==> src/rtl/me_control_if.sv <==
// me_control_if: handshake and PE-array control bundle of the motion-estimator control unit.
// master: control unit side; takes start, drives addresses, PE strobes, comparator strobe/vector, busy, completed.
// slave: consumer side (top / PE array / comparator); drives start, observes everything else.
interface me_control_if;
    logic        start;
    logic [7:0]  AddressR;
    logic [9:0]  AddressS1;
    logic [9:0]  AddressS2;
    logic [15:0] S1S2mux;
    logic [15:0] NewDist;
    logic [15:0] PEready;
    logic        CompStart;
    logic [3:0]  VectorX;
    logic [3:0]  VectorY;
    logic        busy;
    logic        completed;
    modport master (
        input  start,
        output AddressR, AddressS1, AddressS2, S1S2mux, NewDist, PEready,
               CompStart, VectorX, VectorY, busy, completed
    );
    modport slave (
        output start,
        input  AddressR, AddressS1, AddressS2, S1S2mux, NewDist, PEready,
               CompStart, VectorX, VectorY, busy, completed
    );
endinterface

==> src/rtl/me_control.sv <==
// me_control: sequences a 16x16 full-search block match over a 32-pitch search memory.
// Ports: clock, reset (sync, active-high), bus (me_control_if.master: start in; addresses,
// PE select/clear/valid strobes, comparator strobe with candidate vector, busy, completed out).
module me_control (
    input  logic         clock,
    input  logic         reset,
    me_control_if.master bus
);
    localparam logic [1:0]  IDLE = 2'd0;
    localparam logic [1:0]  RUN  = 2'd1;
    localparam logic [1:0]  DONE = 2'd2;
    localparam logic [12:0] LAST = 13'd4111;

    logic [1:0]  state;
    logic [12:0] count;
    logic [3:0]  y, i, j;
    logic [4:0]  row;
    logic [15:0] hit;
    logic        run, drain, comp;

    always_ff @(posedge clock) begin
        if (reset) begin
            state <= IDLE;
            count <= '0;
        end else begin
            case (state)
                IDLE: begin
                    state <= bus.start ? RUN : IDLE;
                    count <= '0;
                end
                RUN: begin
                    state <= (count == LAST) ? DONE : RUN;
                    count <= (count == LAST) ? count : count + 13'd1;
                end
                DONE: begin
                    state <= bus.start ? DONE : IDLE;
                    count <= bus.start ? count : '0;
                end
                default: begin
                    state <= IDLE;
                    count <= '0;
                end
            endcase
        end
    end

    assign y     = count[11:8];
    assign i     = count[7:4];
    assign j     = count[3:0];
    assign run   = state == RUN;
    // Results exist only once the first 256-cycle block pass has filled the PEs.
    assign drain = run && (count[12:8] != '0);
    assign row   = {1'b0, y} + {1'b0, i};

    genvar k;
    generate
        for (k = 0; k < 16; k++) begin : g_pe
            assign hit[k]         = count[7:0] == 8'(k);
            assign bus.S1S2mux[k] = run && (j >= 4'(k));
        end
    endgenerate

    assign comp          = drain && (hit != '0);
    // (y+i)*32 + j with j < 16, so bit 4 is free: 0 selects S1, 1 adds the +16 for S2.
    assign bus.AddressR  = run ? count[7:0] : '0;
    assign bus.AddressS1 = run ? {row, 1'b0, j} : '0;
    assign bus.AddressS2 = run ? {row, 1'b1, j} : '0;
    assign bus.NewDist   = run ? hit : '0;
    assign bus.PEready   = drain ? hit : '0;
    assign bus.CompStart = comp;
    assign bus.VectorX   = comp ? j : '0;
    // Results lag the scan by one block row, hence y-1 (wrapping to 15 in the tail).
    assign bus.VectorY   = comp ? y - 4'd1 : '0;
    assign bus.busy      = run;
    assign bus.completed = state == DONE;
endmodule

==> src/flat_wrapper.sv <==
// flat-port wrapper written by rule: the top's interface ports become plain ports
module me_control_flat 
  (clock, reset, bus_start, bus_AddressR, bus_AddressS1, bus_AddressS2, bus_S1S2mux, bus_NewDist, bus_PEready, bus_CompStart, bus_VectorX, bus_VectorY, bus_busy, bus_completed);
  me_control_if bus_i ();
  input  logic clock;
  input  logic reset;
  input wire logic [$bits(bus_i.start)-1:0] bus_start;
  output wire logic [$bits(bus_i.AddressR)-1:0] bus_AddressR;
  output wire logic [$bits(bus_i.AddressS1)-1:0] bus_AddressS1;
  output wire logic [$bits(bus_i.AddressS2)-1:0] bus_AddressS2;
  output wire logic [$bits(bus_i.S1S2mux)-1:0] bus_S1S2mux;
  output wire logic [$bits(bus_i.NewDist)-1:0] bus_NewDist;
  output wire logic [$bits(bus_i.PEready)-1:0] bus_PEready;
  output wire logic [$bits(bus_i.CompStart)-1:0] bus_CompStart;
  output wire logic [$bits(bus_i.VectorX)-1:0] bus_VectorX;
  output wire logic [$bits(bus_i.VectorY)-1:0] bus_VectorY;
  output wire logic [$bits(bus_i.busy)-1:0] bus_busy;
  output wire logic [$bits(bus_i.completed)-1:0] bus_completed;
  assign bus_i.start = bus_start;
  assign bus_AddressR = bus_i.AddressR;
  assign bus_AddressS1 = bus_i.AddressS1;
  assign bus_AddressS2 = bus_i.AddressS2;
  assign bus_S1S2mux = bus_i.S1S2mux;
  assign bus_NewDist = bus_i.NewDist;
  assign bus_PEready = bus_i.PEready;
  assign bus_CompStart = bus_i.CompStart;
  assign bus_VectorX = bus_i.VectorX;
  assign bus_VectorY = bus_i.VectorY;
  assign bus_busy = bus_i.busy;
  assign bus_completed = bus_i.completed;
  me_control u_core (.clock(clock), .reset(reset), .bus(bus_i));
endmodule
==> config.mk <==
export PLATFORM = sky130hd
export DESIGN_NAME = me_control_flat
export DESIGN_NICKNAME = d
export VERILOG_FILES = /design/src/rtl/me_control_if.sv /design/src/rtl/me_control.sv /design/src/flat_wrapper.sv
export SDC_FILE = /design/constraint.sdc
export NUM_CORES = 1
export LEC_CHECK = 0
export ABC_AREA = 1
export ABC_CLOCK_PERIOD_IN_PS = 3430
export BUFFER_PORTS_ARGS = -buffer_cell sky130_fd_sc_hd__buf_2
export CAP_MARGIN = 0
export CORE_MARGIN = 2
export CORE_UTILIZATION = 50
export CTS_CLUSTER_SIZE = 14
export DETAILED_ROUTE_END_ITERATION = 16
export GPL_TIMING_DRIVEN = 0
export PLACE_DENSITY = 0.86
export SKIP_LAST_GASP = 1
export SLEW_MARGIN = 10
export SYNTH_ARGS = -nofsm -noshare
export SYNTH_HDL_FRONTEND = slang
export SYNTH_SLANG_ARGS = --single-unit
==> constraint.sdc <==
create_clock -name clock -period 3.43 [get_ports clock]
set_input_delay 0.686 -clock clock [delete_from_list [all_inputs] [get_ports clock]]
set_output_delay 0.686 -clock clock [all_outputs]
set_load 0.02 [all_outputs]
== Word-level counts from Yosys, hierarchy flattened ==
Cells that the tools add are included.
Word-level totals
  register bits: 15
  logic and storage cells: 78
  input bits: 3
  output and inout port bits: 87
Operators by class
  eq/ne operators: 20
  $lt $le $gt $ge: 16
  mux-type cells: 14
  add/subtract/negate cells: 3
  reductions and logical operators: 23
Operators with widths (count)
  $eq 8x4->1 const B: 8
  $eq 8x3->1 const B: 4
  $ge 4x4->1 const B: 8
  $mux 16: 2
  $mux 13: 2
  $pmux 13 s2: 1
  $mux 10: 2
  $logic_and 1x1->1: 18
  $eq 8x2->1 const B: 2
  $ge 4x3->1 const B: 4
  $reduce_bool 16->1: 1
  $add 13x1->13 const B: 1
  $eq 13x13->1 const B: 1
  $eq 8x1->1 const B: 1
  $ge 4x1->1 const B: 2
  $ge 4x2->1 const B: 2
  $logic_not 8->1: 1
  $mux 4: 2
  $mux 8: 1
  $pmux 2 s3: 1
  $add 4x4->5: 1
  $reduce_bool 5->1: 1
  $mux 2: 2
  $ne 2x2->1 const B: 2
  6 further kinds: 6

== Logic depth before layout (Yosys ltp) ==
Gate-level depths: netlist of run 1.
  depth after elaboration: 4
  depth in mapped cells: 9

== Worst setup path after synthesis of run 1 ==
OpenSTA, ideal clock, no wires.
  kind: flip-flop to output port
  from: register u_core.count[4]
  to: output bus_AddressS2[6]
  arrival: 1637 ps
  data required time: 2744 ps
  slack: 1107 ps
  buffers on the path: 1
  cell stages (with the launch flop): 6
  cell sequence: dfxtp_1 -> ha_1 -> fa_1 -> inv_1 -> nor2_1 -> buf_4
Between the ends
  word-level cells in the longest chain between the ends: 2
Ends and longest elaborated chain
  from (decl): RTL line me_control.sv:15  | logic [12:0] count;
  from (signal assigned): RTL line me_control.sv:33  | count <= (count == LAST) ? count : count + 13'd1;
  from (signal assigned): RTL line me_control.sv:37  | count <= bus.start ? count : '0;
  $add 4x4->5: RTL line me_control.sv:53  | assign row = {1'b0, y} + {1'b0, i};
  $mux 10: RTL line me_control.sv:67  | assign bus.AddressS2 = run ? {row, 1'b1, j} : '0;
  to (decl): RTL line flat_wrapper.sv:10  | output wire logic [$bits(bus_i.AddressS2)-1:0] bus_AddressS2;
Every way passes these cells.

== Worst setup path in the final report of run 1 ==
  from: register u_core.count[4]
  to: output bus_AddressS2[9]
The elaborated chain is that of the path after synthesis.

==> results.ini, run 1 <==
[clock_tree]
cts_buffers = 3
path_clk_slew_ps = 90
cts_resized = 0
cts_buffer_depth = 2
htreeDepth = 1
hold_buffers = 0
clkSinkCount = 15
cts-root-buf = clkbuf_4
post_cts_buffers = 0
cts_tree = done
clock_latency_ps = 300

[critical_path]
endpoint_kind = output pin
crit_fanout = 8
worstSetupPathType = reg2out
cp-start-kind = flip-flop
cp_data_arrival_time_ps = 2010
required_ps = 2740

[route]
antenna_left = 0
via_per_inst = 5.00
route.detailed.drc = 0
wl_per_cell_um = 12.0
routed_wl_um = 5120
num_vias = 2132
drt-pass1-iter-count = 4
drtIter0Drc = 85

[synthesis]
yosysTopAreaCell = dfxtp_1
syn-cell-area_mm2 = 0.00179
synth_cell_types = 31
synth-seq-cells = 15
synthCells = 289
synth_top_area_share_pct = 16.7
synth_top_family_by_area = simple AND/OR/NAND/NOR gates
synth_compound_area_share_pct = 10.0
yosys_warnings = 0
seq_area_frac_synth_pct = 16.7
synth-simple-area-share_pct = 43.2
muxShareOfSynthArea_pct = 0
synthXorXnorAreaFrac_pct = 1.46
synthTopCellsByArea = dfxtp_1 17%, nor2_1 11%, ha_1 8.4%
syn_nets = 305
synthAdderAreaFrac_pct = 9.48
syn_avg_cell_area_um2 = 6.21

[global_routing]
first_global_vias = 1771
globalRouteOverflowTotal = 0
grt_max_degree = 13
grt_pass1_wl_um = 8100
antenna_found_initial = 0
grt_usage_pct = 24.3

[power]
pwr-share-seq_pct = 50.5
pwr-share-comb_pct = 18.4
p_per_area_mw_per_mm2 = 152
power.switching_uw = 113
p_int_uw = 240
switching_share_pct = 32.0
p_clk_share_pct = 31.0
p_leak_nw = 1.29
ir_worst_vdd_mv = 0.172

[sta]
finalSetupViolations = 0
setup_tns_ps = 0
skew_ps = 15.0
min_period_ps = 2700
finalMaxSlewViolations = 0
maxSlewHeadroom_pct = 61.3
fmax_ghz = 0.370
fin_crit_sh_pct = 78.7
final_hold_viol_count = 0
worst_pin_slew_ps = 581
setup_slack_ps = 729
grt_setup_unrepaired = no

[floorplanning]
rows = 21
start_util_pct = 52.9
fp.dieArea_mm2 = 0.00408
die_y_um = 63.9
die_w_um = 63.9
coreArea_mm2 = 0.00339
io_pins = 90

[job]
drv_cap = 0

[placement]
portBuffers = 87
globalplace.congestion = 0.904
hpwl_um = 4010
dp_slack_ps = 1050

[cells_and_area]
most-common-layout-cells = 90 x buf_2, 53 x nor2_1, 40 x nand2_1
nets = 397
num_antenna_cells = 0
final_common_cell = buf_2
area_delta_synth_final_pct = 29.1
drive_gt1_share_pct = 36.1

[worst_hold_path]
hold_path.class = reg2reg

[outcome]
outcome = finished, final reports clean

[layout make-up]
type | instances | area (um2)
Buffer | 25 | 191
Clock buffer | 3 | 22.5
Clock inverter | 1 | 7.51
Fill cell | 300 | 1070
Inverter | 39 | 146
Multi-Input combinational cell | 210 | 1160
Sequential cell | 15 | 300
Tap cell | 46 | 57.6
Timing Repair Buffer | 87 | 435
[critical path, cell delays in order (launching register included)]
cell and delay (ps):
dfxtp_1 420, ha_1 280, fa_1 380, nand2_1 90, inv_1 50, o21ai_0 140, a21oi_1 100, buf_4 130
buf_2 140
[through the flow]
stage	total power, mW	util [%]	instances	area [um2]	hold WS [ps]
4_1_cts	0.353	68.4	426	2320	527
6_report	0.352	68.4	426	2320	523
3_5_place_dp	0.246	67.5	422	2290	514
2_1_floorplan	0.229	-	289	1790	488
5_1_grt	0.366	68.4	426	2320	576
3_3_place_gp	0.245	67.5	422	2290	508
[synth_stat cells]
| cell type | count |
|---|---|
| nor2_1 | 53 |
| nand2_1 | 40 |
| inv_1 | 37 |
| nand3_1 | 27 |
| buf_4 | 18 |
| nor3_1 | 18 |
| dfxtp_1 | 15 |
| o21ai_0 | 13 |
| a21oi_1 | 12 |
| ha_1 | 12 |
| nand4_1 | 7 |
| a21oi_2 | 5 |
| nand2_2 | 4 |
| buf_2 | 3 |
| nor2_4 | 3 |
| buf_6 | 2 |
| inv_2 | 2 |
| nand2_4 | 2 |
| nand3_4 | 2 |
| nor2_2 | 2 |
| xor2_1 | 2 |
| a31oi_1 | 1 |
| buf_8 | 1 |
| clkbuf_1 | 1 |
| conb_1 | 1 |
| fa_1 | 1 |
| nand3_2 | 1 |
| nand4_2 | 1 |
| nor4_1 | 1 |
| o21ai_1 | 1 |
| xnor2_1 | 1 |
[state kept, by name (all words and copies together) (netlist names)]
signal	flops
u_core.count	13
u_core.state	2
[power by group through the flow]
stage                     registers [mW]  clock network [mW]  logic, mW
after floorplan                    0.182                   0     0.0470
after global placement             0.182                   0     0.0627
after detailed placement           0.182                   0     0.0642
after CTS                          0.178               0.111     0.0643
after global routing               0.178               0.118     0.0703
final                              0.178               0.109     0.0650
[path summary, 6_finish.rpt]
path	endpoint	from	cells after the start	slack [ps]
min	u_core.count[12]	u_core.count[12]	2	520
max reg2reg	u_core.count[4]	u_core.count[1]	8	1660
max	bus_AddressS2[9]	u_core.count[4]	8	730
min reg2reg	u_core.count[12]	u_core.count[12]	2	520
[logic make-up after synthesis]
group	count (synthesis)
buf+inv	64
simple gates	161
fa+ha+maj	13
flops	15
compound gates	32
other cells	1
xor+xnor	3
[per-layer routing]
| metal | vias up | share of wire, % | global-route usage, % |
|---|---|---|---|
| li1 | 1100 | - | - |
| met1 | 951 | 43 | 29.7 |
| met2 | 72 | 49 | 42.8 |
| met3 | 9 | 6.1 | 3.35 |
| met4 | 0 | 1.9 | 8.97 |
| met5 | - | 0 | 0 |
No activity file was read; power rests on OpenSTA's default activity.
==> run 2, diff against run 1 <==
Settings changed: ABC_CLOCK_PERIOD_IN_PS 3430 to 2600, CORE_UTILIZATION 50 to 47, PLACE_DENSITY 0.86 to 0.82.
Clock period 3.43 ns to 2.6 ns, I/O delays scaled along.
==> run 2 against run 1 <==
  * Critical endpoint is now bus_PEready[15]
  * Sequential share of layout area about the same
  * Flip-flop and latch count unchanged
  * Clock-buffer cell count unchanged
  * Critical path type unchanged
  * Via count up 1.1%
  * Setup slack worse by 630 ps
  * Register-to-register slack worse by 870 ps
==> results.ini, run 2 (synthesis gave the netlist of run 1 again) <==
[outcome]
outcome = finished, final reports clean

[sta]
finalMaxSlewViolations = 0
holdWs_ps = 523
skew_ps = 6.26
final_hold_viol_count = 0
min_period_ps = 2500
finalSetupViolations = 0
fin_crit_sh_pct = 96.1
maxSlewHeadroom_pct = 61.3
fmax_ghz = 0.400
worst_pin_slew_ps = 580

[cells_and_area]
largest_register_ffs = 13
reg_top3 = u_core.count x13, u_core.state x2
utilization_pct = 64.1
drive_gt1_share_pct = 36.8
fillers = 348
final_common_cell = buf_2
regArea_um2 = 304
nets = 397
most-common-layout-cells = 90 x buf_2, 53 x nor2_1, 40 x nand2_1
area_delta_synth_final_pct = 30.9
top_register = u_core.count
num_antenna_cells = 0
multi_input_area_mm2 = 0.00116

[floorplanning]
io_pins = 90
coreArea_mm2 = 0.00366
start_util_pct = 49.0
die_w_um = 65.8
fp.dieArea_mm2 = 0.00433
die_y_um = 65.8
rows = 22

[global_routing]
globalRouteOverflowTotal = 0
grt_pass1_wl_um = 8180
grt_max_degree = 13
first_global_vias = 1801
antenna_found_initial = 0
grt_usage_pct = 23.9

[route]
antenna_left = 0
routed_wl_um = 5310
wl_met3_um = 431
route.detailed.drc = 0
wl_met2_um = 2670
wl_per_cell_um = 12.4
m1WireLength_um = 2210
via_per_inst = 5.04
num_vias = 2156
drt-pass1-iter-count = 7
drtIter0Drc = 81
highest_layer = met3

[clock_tree]
cts_tree = done
path_clk_slew_ps = 70
cts_buffer_depth = 2
clkSinkCount = 15
clock_latency_ps = 250
cts_buffers = 3
cts-root-buf = clkbuf_8
htreeDepth = 1

[placement]
portBuffers = 87
globalplace.congestion = 0.880
hpwl_um = 4030

[power]
ir_worst_vdd_mv = 0.300
pwr-share-seq_pct = 45.8
p_leak_nw = 1.29
p_per_area_mw_per_mm2 = 219
switching_share_pct = 29.2
power.switching_uw = 150
p_int_uw = 364
p_clk_share_pct = 37.7
pwr-share-comb_pct = 16.6

[critical_path]
worstSetupPathType = reg2out
cp-start-kind = flip-flop
required_ps = 2080
cp_data_arrival_time_ps = 1980
rr_worst_depth = 8
crit_fanout = 7
endpoint_kind = output pin

[job]
drv_cap = 0

[worst_hold_path]
hold_path.class = reg2reg
min_path_cells = 2

-- run 2: changes by cell type in the layout (fill, tap and decap cells not counted), moves of 3 or more --
cell | before | now
clkbuf_8 | 0 | 3
clkbuf_4 | 3 | 0
dfxtp_1 | 15 | 12
dfxtp_2 | 0 | 3
-- run 2: repair_timing --
action	in CTS	in global routing
gates resized for setup	0	4
hold buffers	0	0
setup endpoints to repair	0	9
setup buffers	0	0
-- run 2: final timing paths --
| check | from | to | slack, ps |
|---|---|---|---|
| max | u_core.count[1] | bus_PEready[15] | 100 |
| min | u_core.count[12] | u_core.count[12] | 520 |
| max reg2reg | u_core.count[1] | u_core.count[6] | 790 |
| min reg2reg | u_core.count[12] | u_core.count[12] | 520 |
-- run 2: layer usage --
| layer | vias to the layer above | global-route usage [%] |
|---|---|---|
| met2 | 98 | 45.3 |
| met1 | 963 | 28.2 |
| met4 | 0 | 3.91 |
| met5 | - | 0 |
| li1 | 1095 | - |
| met3 | 0 | 3.92 |
-- run 2: through the flow --
| stage | setup slack, ps | instances | TNS, ps | area, um2 | total power, mW |
|---|---|---|---|---|---|
| 3_3_place_gp | 358 | 424 | 0 | 2290 | 0.323 |
| 5_1_grt | -3.85 | 428 | -3.85 | 2350 | 0.535 |
| 2_1_floorplan | 443 | 289 | 0 | 1790 | 0.302 |
| 4_1_cts | 86.2 | 428 | 0 | 2340 | 0.515 |
| 6_report | 101 | 428 | 0 | 2350 | 0.514 |
| 3_5_place_dp | 361 | 424 | 0 | 2290 | 0.324 |
-- run 2: worst max-delay path, cell delays in order, from the launching register on --
cell and delay [ps]:
dfxtp_1 480, ha_1 370, nand3_4 170, nor4_1 460
buf_2 250
-- run 2: cell type report --
type                            instances  share of cell area [%]
Timing Repair Buffer                   87                    18.5
Tap cell                               48                    2.56
Inverter                               39                    6.23
Sequential cell                        15                    12.9
Multi-Input combinational cell        210                    49.6
Clock inverter                          1                   0.213
Clock buffer                            3                    1.76
Buffer                                 25                    8.15
-- run 2: power by group through the flow --
stage	clock (mW)	sequential [mW]	combinational [mW]
5_1_grt	0.206	0.236	0.0929
2_1_floorplan	0	0.240	0.0620
3_5_place_dp	0	0.240	0.0838
4_1_cts	0.195	0.235	0.0841
3_3_place_gp	0	0.240	0.0825
6_report	0.194	0.235	0.0852
==> run 3, diff against run 2 <==
--- a/config.mk
+++ b/config.mk
@@ -10,10 +10,10 @@
 export BUFFER_PORTS_ARGS = -buffer_cell sky130_fd_sc_hd__buf_2
 export CAP_MARGIN = 0
-export CORE_MARGIN = 2
+export CORE_MARGIN = 1
 export CORE_UTILIZATION = 47
 export CTS_CLUSTER_SIZE = 14
 export DETAILED_ROUTE_END_ITERATION = 16
 export GPL_TIMING_DRIVEN = 0
-export PLACE_DENSITY = 0.82
+export PLACE_DENSITY = 0.93
 export SKIP_LAST_GASP = 1
 export SLEW_MARGIN = 10
==> constraint.sdc (replaced) <==
create_clock -name clock -period 2.6 [get_ports clock]
set_input_delay 0.26 -clock clock [delete_from_list [all_inputs] [get_ports clock]]
set_output_delay 0.26 -clock clock [all_outputs]
set_load 0.02 [all_outputs]
==> run 3 against run 2 <==
  * Sequential power is essentially flat
  * First-iteration DRC count grew 47%
  * Worst hold slack lost 140 ps
  * Power shrank 0.99%
  * Wire length shrank 3.0%
  * Die area shrank 6.0%
  * Core utilization shrank 0.34 points
  * Register-to-register slack gained 20 ps
  * Critical path depth grew 3
  * Fmax grew 5.9%
  * Non-clock buffer count is the same
  * Clock-buffer cell count is the same
  * Critical endpoint is now bus_PEready[10]
==> results.ini, run 3 (synthesis gave the netlist of run 1 again) <==
[route]
wl_per_cell_um = 12.0
route.detailed.drc = 0
wl_met2_um = 2650
via_per_inst = 5.12
routed_wl_um = 5160
antenna_left = 0
drtIter0Drc = 119
num_vias = 2190
drt-pass1-iter-count = 4
wl_met3_um = 335
m1WireLength_um = 2090
highest_layer = met4

[placement]
portBuffers = 87
dp_slack_ps = 553
hpwl_um = 4000
globalplace.congestion = 0.854

[critical_path]
cp-startpoint = u_core.count[9]
critical-path-slowest-cell = dfxtp_1
cp_num_buf_inv = 4
path_delay_family = buffers and inverters
required_ps = 2340
crit_fanout = 10
path_cells = inv_1, ha_1, nand3_1, inv_1, buf_2, nor3_1, buf_2
worstSetupPathType = reg2out
cp_slowest_stage_delay_ps = 470
cp-start-kind = flip-flop
endpoint_kind = output pin
r2r_start = u_core.count[1]
cp_data_arrival_time_ps = 2100

[global_routing]
grt_usage_pct = 26.0
grt_max_degree = 13
grt_pass1_wl_um = 8470
antenna_found_initial = 0
globalRouteOverflowTotal = 0
first_global_vias = 1863

[cells_and_area]
most-common-layout-cells = 90 x buf_2, 53 x nor2_1, 40 x nand2_1
top_register = u_core.count
final_common_cell = buf_2
regArea_um2 = 300
fillers = 329
nets = 397
num_antenna_cells = 0
reg_top3 = u_core.count x13, u_core.state x2
drive_gt1_share_pct = 36.1
largest_register_ffs = 13
area_delta_synth_final_pct = 30.2
multi_input_area_mm2 = 0.00116

[worst_hold_path]
hold_start = bus_start
hold_path.class = in2reg

[floorplanning]
die_w_um = 63.8
fp.dieArea_mm2 = 0.00407
rows = 22
die_y_um = 63.8
io_pins = 90
coreArea_mm2 = 0.00366
start_util_pct = 49.0

[clock_tree]
clkSinkCount = 15
hold_buffers = 0
cts-root-buf = clkbuf_8
clock_latency_ps = 250
cts_buffers = 3
cts_tree = done
cts_resized = 0
post_cts_buffers = 0
htreeDepth = 1
path_clk_slew_ps = 60
cts_buffer_depth = 2

[power]
p_leak_nw = 1.31
p_per_area_mw_per_mm2 = 218
fin_total_pwr_uw = 509
ir_worst_vdd_mv = 0.201

[sta]
grt_setup_unrepaired = no
setup_slack_ps = 240
skew_ps = 5.48
maxSlewHeadroom_pct = 59.8
holdWs_ps = 379
final_hold_viol_count = 0
fin_crit_sh_pct = 90.8
worst_pin_slew_ps = 602
setup_tns_ps = 0
min_period_ps = 2360
finalMaxSlewViolations = 0
fmax_ghz = 0.424
finalSetupViolations = 0

[job]
drv_cap = 0

[outcome]
outcome = finished, final reports clean

run 3: report_power, final:
part	internal (mW)	switching (mW)	total (mW)	leakage, nW
registers	0.232	0.00300	0.235	0.121
clock network	0.106	0.0831	0.189	0.0255
logic	0.0255	0.0589	0.0844	1.16
total	0.364	0.145	0.509	1.31
run 3: metrics by stage:
stage / area, um2 / cells / util (%)
final: 2340 / 428 / 63.8
after global routing: 2340 / 428 / 63.8
after CTS: 2340 / 428 / 63.8
after detailed placement: 2290 / 424 / 62.5
after global placement: 2290 / 424 / 62.5
after floorplan: 1790 / 289 / -
run 3: path summary, 6_finish.rpt:
check | to | slack [ps] | depth (start not counted)
worst max-delay path | bus_PEready[10] | 240 | 7
worst min-delay path | u_core.state[1] | 380 | 3
worst max register to register | u_core.count[6] | 810 | 8
worst min register to register | u_core.count[12] | 530 | 2
run 3: layout make-up:
class                           count  area share, %
Tap cell                           48           2.57
Timing Repair Buffer               87           18.6
Sequential cell                    15           12.9
Clock buffer                        3           1.77
Inverter                           39           6.27
Clock inverter                      1          0.214
Multi-Input combinational cell    210           49.5
Buffer                             25           8.19
run 3: tightest hold or removal path, delay by kind of cell:
family,cells,cell delay [ps]
compound gates,1,70
buf+inv,1,120
simple gates,1,120
run 3: routing by layer:
layer  vias up  global-route usage (%)
met5         -                       0
met4         0                    10.5
met3        12                    3.04
met2       107                    47.6
met1       969                    30.1
li1       1102                       -
